`config.mk`:
```
export PLATFORM = sky130hd
export DESIGN_NAME = button_conditioner
export DESIGN_NICKNAME = d
export VERILOG_FILES = /design/src/rtl/button_conditioner.sv
export SDC_FILE = /design/constraint.sdc
export NUM_CORES = 1
export LEC_CHECK = 0
export CORE_UTILIZATION = 65
export CTS_BUF_LIST = sky130_fd_sc_hd__clkbuf_8
export DETAILED_ROUTE_END_ITERATION = 16
export DONT_BUFFER_PORTS = 1
export PLACE_DENSITY_LB_ADDON = 0.12
export SETUP_SLACK_MARGIN = 0.5
export SLEW_MARGIN = 10
export SYNTH_ARGS = -nofsm -noshare
export SYNTH_HDL_FRONTEND = slang
export SYNTH_SLANG_ARGS = --single-unit
```
`constraint.sdc`:
```
create_clock -name CLK -period 3.05 [get_ports CLK]
set_input_delay 0.4575 -clock CLK [delete_from_list [all_inputs] [get_ports CLK]]
set_output_delay 0.4575 -clock CLK [all_outputs]
set_load 0.01 [all_outputs]
```
`src/rtl/button_conditioner.sv`:
```
// Debounces four push buttons and turns presses (plus left/right auto-repeat)
// into one-cycle event pulses aligned to the consumer's game tick.
module button_conditioner #(
  parameter int DEB_CYCLES    = 50000,
  parameter int REPEAT_DELAY  = 8,
  parameter int REPEAT_PERIOD = 2
) (
  input  logic       CLK,
  input  logic       reset,
  input  logic       tick,
  input  logic       left_raw,
  input  logic       right_raw,
  input  logic       throw_raw,
  input  logic       restart_raw,
  output logic       left,
  output logic       right,
  output logic       throw,
  output logic       restart,
  output logic [3:0] held
);

  localparam logic [15:0] DEB_LAST    = 16'(DEB_CYCLES - 1);
  localparam logic [7:0]  DELAY       = 8'(REPEAT_DELAY);
  localparam logic [7:0]  DELAY_LAST  = 8'(REPEAT_DELAY - 1);
  localparam logic [7:0]  PERIOD_LAST = 8'(REPEAT_PERIOD - 1);

  logic [3:0]  raw, sync1, sync2, stable, stable_d;
  logic [3:0]  press, event_now, pend, want, emit;
  logic [1:0]  rep_now;
  logic [15:0] deb_cnt [4];
  logic [7:0]  hold_cnt [2];
  logic [7:0]  phase [2];

  assign raw   = {restart_raw, throw_raw, right_raw, left_raw};
  assign press = stable & ~stable_d;
  assign held  = stable;

  // Synchronize, then flip the stable level only after DEB_CYCLES of disagreement
  always_ff @(posedge CLK) begin
    if (reset) begin
      sync1    <= '0;
      sync2    <= '0;
      stable   <= '0;
      stable_d <= '0;
      for (int i = 0; i < 4; i++) deb_cnt[i] <= '0;
    end else begin
      sync1    <= raw;
      sync2    <= sync1;
      stable_d <= stable;
      for (int i = 0; i < 4; i++) begin
        if (sync2[i] == stable[i]) begin
          deb_cnt[i] <= '0;
        end else if (deb_cnt[i] == DEB_LAST) begin
          stable[i]  <= ~stable[i];
          deb_cnt[i] <= '0;
        end else begin
          deb_cnt[i] <= deb_cnt[i] + 16'd1;
        end
      end
    end
  end

  // The phase counter keeps repeats going after the hold count saturates
  always_comb begin
    rep_now = '0;
    for (int i = 0; i < 2; i++) begin
      rep_now[i] = tick & stable[i] & ~press[i] &
                   ((hold_cnt[i] == DELAY_LAST) |
                    ((hold_cnt[i] >= DELAY) & (phase[i] == PERIOD_LAST)));
    end
  end

  always_ff @(posedge CLK) begin
    if (reset) begin
      for (int i = 0; i < 2; i++) begin
        hold_cnt[i] <= '0;
        phase[i]    <= '0;
      end
    end else begin
      for (int i = 0; i < 2; i++) begin
        if (press[i] | ~stable[i]) begin
          hold_cnt[i] <= '0;
          phase[i]    <= '0;
        end else if (tick) begin
          if (hold_cnt[i] != 8'hFF) hold_cnt[i] <= hold_cnt[i] + 8'd1;
          if (hold_cnt[i] == DELAY_LAST) begin
            phase[i] <= '0;
          end else if (hold_cnt[i] >= DELAY) begin
            phase[i] <= (phase[i] == PERIOD_LAST) ? 8'd0 : phase[i] + 8'd1;
          end
        end
      end
    end
  end

  // Left and right cancel each other when both land on the same tick
  always_comb begin
    event_now = press | {2'b00, rep_now};
    want      = {4{tick}} & (pend | event_now);
    emit      = want;
    if (want[0] & want[1]) emit[1:0] = 2'b00;
  end

  always_ff @(posedge CLK) begin
    if (reset) begin
      pend    <= '0;
      left    <= 1'b0;
      right   <= 1'b0;
      throw   <= 1'b0;
      restart <= 1'b0;
    end else begin
      pend <= tick ? 4'b0000 : (pend | event_now);
      {restart, throw, right, left} <= emit;
    end
  end

endmodule

```
**Yosys cells after proc, flatten, opt, wreduce, memory -nomap -nowiden**

Memories as Yosys holds them, arrays and structs flattened.
Cells that the tools add are included.

- Word-level logic and storage cells: 203
- Output and inout bits: 8
- Register bits: 24
- Bits in writable memories: 96
- Bits of input ports: 7
- Memories: 3

Memories:

| name | depth | bits a word | read ports | clocked after Yosys merged registers in | wr ports | RTL line | source |
|---|---|---|---|---|---|---|---|
| deb_cnt | 4 | 16 | 4 | 0 | 4 | 30 | `logic [15:0] deb_cnt [4];` |
| hold_cnt | 2 | 8 | 2 | 0 | 2 | 31 | `logic [7:0] hold_cnt [2];` |
| phase | 2 | 8 | 2 | 0 | 2 | 32 | `logic [7:0] phase [2];` |

- Equal/unequal tests: 14
- $lt $le $gt $ge: 2
- Mux-type cells: 108
- $add $sub $neg: 8
- Reduce and logical (&&, ||, !) cells: 6
- Bitwise logic cells: 50

Operators by type and width:

| operator | number |
|---|---|
| $mux W16 | 12 |
| $mux W8 | 12 |
| $mux W1 | 84 |
| $add A16 B1 Y16 const B | 4 |
| $eq A16 B16 Y1 const B | 4 |
| $add A8 B1 Y8 const B | 4 |
| $or A1 B1 Y1 | 26 |
| $eq A8 B1 Y1 const B | 2 |
| $eq A8 B3 Y1 const B | 2 |
| $ge A8 B4 Y1 const B | 2 |
| $ne A8 B8 Y1 const B | 2 |
| $not A1 Y1 | 10 |
| $and A1 B1 Y1 | 9 |
| $and A4 B4 Y4 | 2 |
| $reduce_and A2 Y1 | 4 |
| $eq A1 B1 Y1 | 4 |
| $not A4 Y4 | 1 |
| $or A4 B2 Y4 | 1 |
| $or A4 B4 Y4 | 1 |
| $reduce_or A2 Y1 | 2 |

**Longest topological paths before layout**

- Word-level depth: 10
- Mapped depth: 8
- Mapped depth without buffers: 6

**Worst setup path before layout**

No wires, ideal clock.

- Path kind: input port to flip-flop
- From: input reset
- To: memory hold_cnt[0][0], enable pin
- Path buffers: 1
- Arrival: 1.508 ns
- Data required time: 2.713 ns
- Cell stages on the path: 5
- Setup time: 0.337 ns
- Path slack: 1.206 ns
- Path through: buf_2 nor2b_1 nand3_1 a31o_2 nand3_1

RTL lines:

| element | RTL line | source |
|---|---|---|
| start: declaration | 9 | `input logic reset,` |
| end: declaration | 31 |  |

==> impl_metrics.tcl <==
set metrics [dict create \
    antenna_found_initial 0 \
    grt_overflow 0 \
    critical_path_arrival_ns 2.34 \
    drv_cap 0 \
    place_hpwl_um 7149 \
    rsz0062_at_grt "no" \
    synth_edf_count 96 \
    synth.most_common_cell "nor2_1" \
    grt_pass1_wl_um 17390 \
    p_leak_nw 2.396 \
    critPathLaunchType "flop" \
    ctsLongestPathBuffers 2 \
    synth_commonest_cells "nor2_1, edfxtp_1, xnor2_1" \
    drt_iter0_drc 265 \
    multi_input_area_um2 2660 \
    drive_above_1_share 0.07110 \
    start_util 0.6775 \
    grt_util_all_layers 0.2312 \
    fillers 596 \
    ant_nets 0 \
    yosys_warnings 0 \
    synth_top_area_cell "edfxtp_1" \
    cts.sinks 120 \
    required_ns 3.19 \
    synth_top_area_frac 0.4832 \
    power_density_nw_per_um2 519.9 \
    ys_ff_latch 120 \
    violations "DRC" \
    seqCellArea_um2 3363 \
    io_pins 15 \
    period_needed_ns 2.206 \
    syn2layout_area_growth_pct 12.44 \
    synthCells 562 \
    dieArea_um2 9565 \
    cts_tree "built" \
    dr.pass1.iters 12 \
    finalHoldViolCount 0 \
    crit_fanout 16 \
    ys_types 42 \
    core_area_um2 8806 \
    numCtsBuffers 17 \
    routed_via_density 5.336 \
    synth_flop_cell "edfxtp_1" \
    avgSynthCellArea_um2 10.62 \
    cts_setup_buffers 0 \
    dr_total_vias 4029 \
    clkTransAtPathRegs_ns 0.07 \
    setup_ws_ns 0.8441 \
    routed_wl_um 10170 \
    slew_viol_final 0 \
    dieHeight_um 97.80 \
    first_global_vias 3946 \
    cts_resized 0 \
    root_buffer "clkbuf_8" \
    yosysSeqAreaShare 0.5638 \
    wl_per_cell_um 13.47 \
    clkLatencyLatePin_ns 0.42 \
    finalCritPeriodShare 0.7232 \
    utilization 0.7617 \
    nNetsFinal 653 \
    synthArstFlopShare 0 \
    remaining_drc_errors 6 \
    grt_start_max_net_pins 29 \
    cts_max_level 4 \
    finalSetupTns_ns 0 \
    tightest_slew_ns 0.7625 \
    die_x_um 97.80 \
    synthesis.area_um2 5966 \
    hold_buffers 0 \
    setup_viol 0 \
    core.rowCount 34 \
    hold_path_class "in -> reg" \
    diodes 0 \
    outcome "complete, but fails checks" \
    fmax_mhz 453.3 \
    synth.area.top_cells "edfxtp_1, dfxtp_1, nor2_1" \
    ir_drop_mv 0.3421 \
    gp_congestion 0.8211 \
    dp_slack_ns 0.8483 \
    path_class "reg -> reg" \
    clock-skew-final_ns 0.01271 \
    slew_headroom 0.4895 \
    endpoint_kind "flop" \
    timing.hold.ws_ns 0.1051 \
    io_buffers 0 \
]
[cells by family (layout without fill, tap and decap cells)]
| kind of cell | count (synthesis) | count (layout) | share of synthesized area |
|---|---|---|---|
| mux | 5 | 5 | 0.008809 |
| fa+ha+maj | 12 | 12 | 0.02517 |
| other cells | 1 | 64 | 0.0006286 |
| xor+xnor | 82 | 82 | 0.1204 |
| compound gates | 15 | 15 | 0.01447 |
| simple gates | 290 | 290 | 0.2368 |
| buf+inv | 37 | 59 | 0.02999 |
| flops | 120 | 120 | 0.5638 |
[registers in the layout (all words and copies together), names as in the netlist]
name      count
phase        16
hold_cnt     16
throw         1
sync1         4
right         1
pend          4
stable_d      4
left          1
held          4
sync2         4
restart       1
deb_cnt      64
[critical path, cell delays in order, from the launching register on]
cell      delay, ns
edfxtp_1       0.50
nor4b_2        0.30
nand3_1        0.12
nor4_2         0.34
or3_1          0.54
nor2_1         0.12
[metal layers]
layer / track usage / part of all wire / up-vias
met4: 0.1002 / 0.022 / 0
met5: 0 / 0 / -
met3: 0.05798 / 0.037 / 25
met2: 0.3813 / 0.49 / 85
li1: - / - / 2029
met1: 0.2920 / 0.45 / 1890
[report_power, final]
part | internal (mW) | switching (mW) | leakage, nW
combinational | 0.0355 | 0.0497 | 0.906
clock | 0.967 | 0.592 | 0.239
sequential | 1.80 | 0.0429 | 1.25
[final cells by class]
class | instances | area share
flip-flops and latches | 120 | 0.5014
multi-input cells | 468 | 0.3966
clock buffers | 21 | 0.04309
clock inverters | 11 | 0.02313
well taps | 108 | 0.02015
inverters | 26 | 0.01455
repair buffers | 1 | 0.001119
[layout by cell type (no fill, tap or decap), drive strengths merged, types with 4 or more instances in the layout]
cell and count:
nor4 13, edfxtp 96, nand4 8, ha 12, nor2b 14, nand3 45, o21ai 4, clkinv 4
a21oi 7, conb 64, bufinv 4, inv 29, nor3 24, clkbuf 21, xor2 31, xnor2 51
and3 12, nor2 122, nand2 28, dfxtp 24, or3 8
[path summary, 6_finish.rpt]
check / startpoint / end / slack [ns] / cells past startpoint
min reg2reg: sync1[0] / sync2[0] / 0.44 / 1
max: deb_cnt[2][7] / deb_cnt[2][5] / 0.84 / 5
min: reset / sync1[0] / 0.11 / 1
max reg2reg: deb_cnt[2][7] / deb_cnt[2][5] / 0.84 / 5
[through the flow]
| step | area (um2) | total power [mW] | std cells |
|---|---|---|---|
| floorplan | 6202 | 1.947 | 625 |
| CTS | 6708 | 3.511 | 755 |
| finish | 6708 | 3.487 | 755 |
| global placement | 6264 | 1.954 | 723 |
| global route | 6708 | 3.595 | 755 |
| detailed placement | 6264 | 1.959 | 723 |
Note: power is estimated with default switching activity, not from simulation.
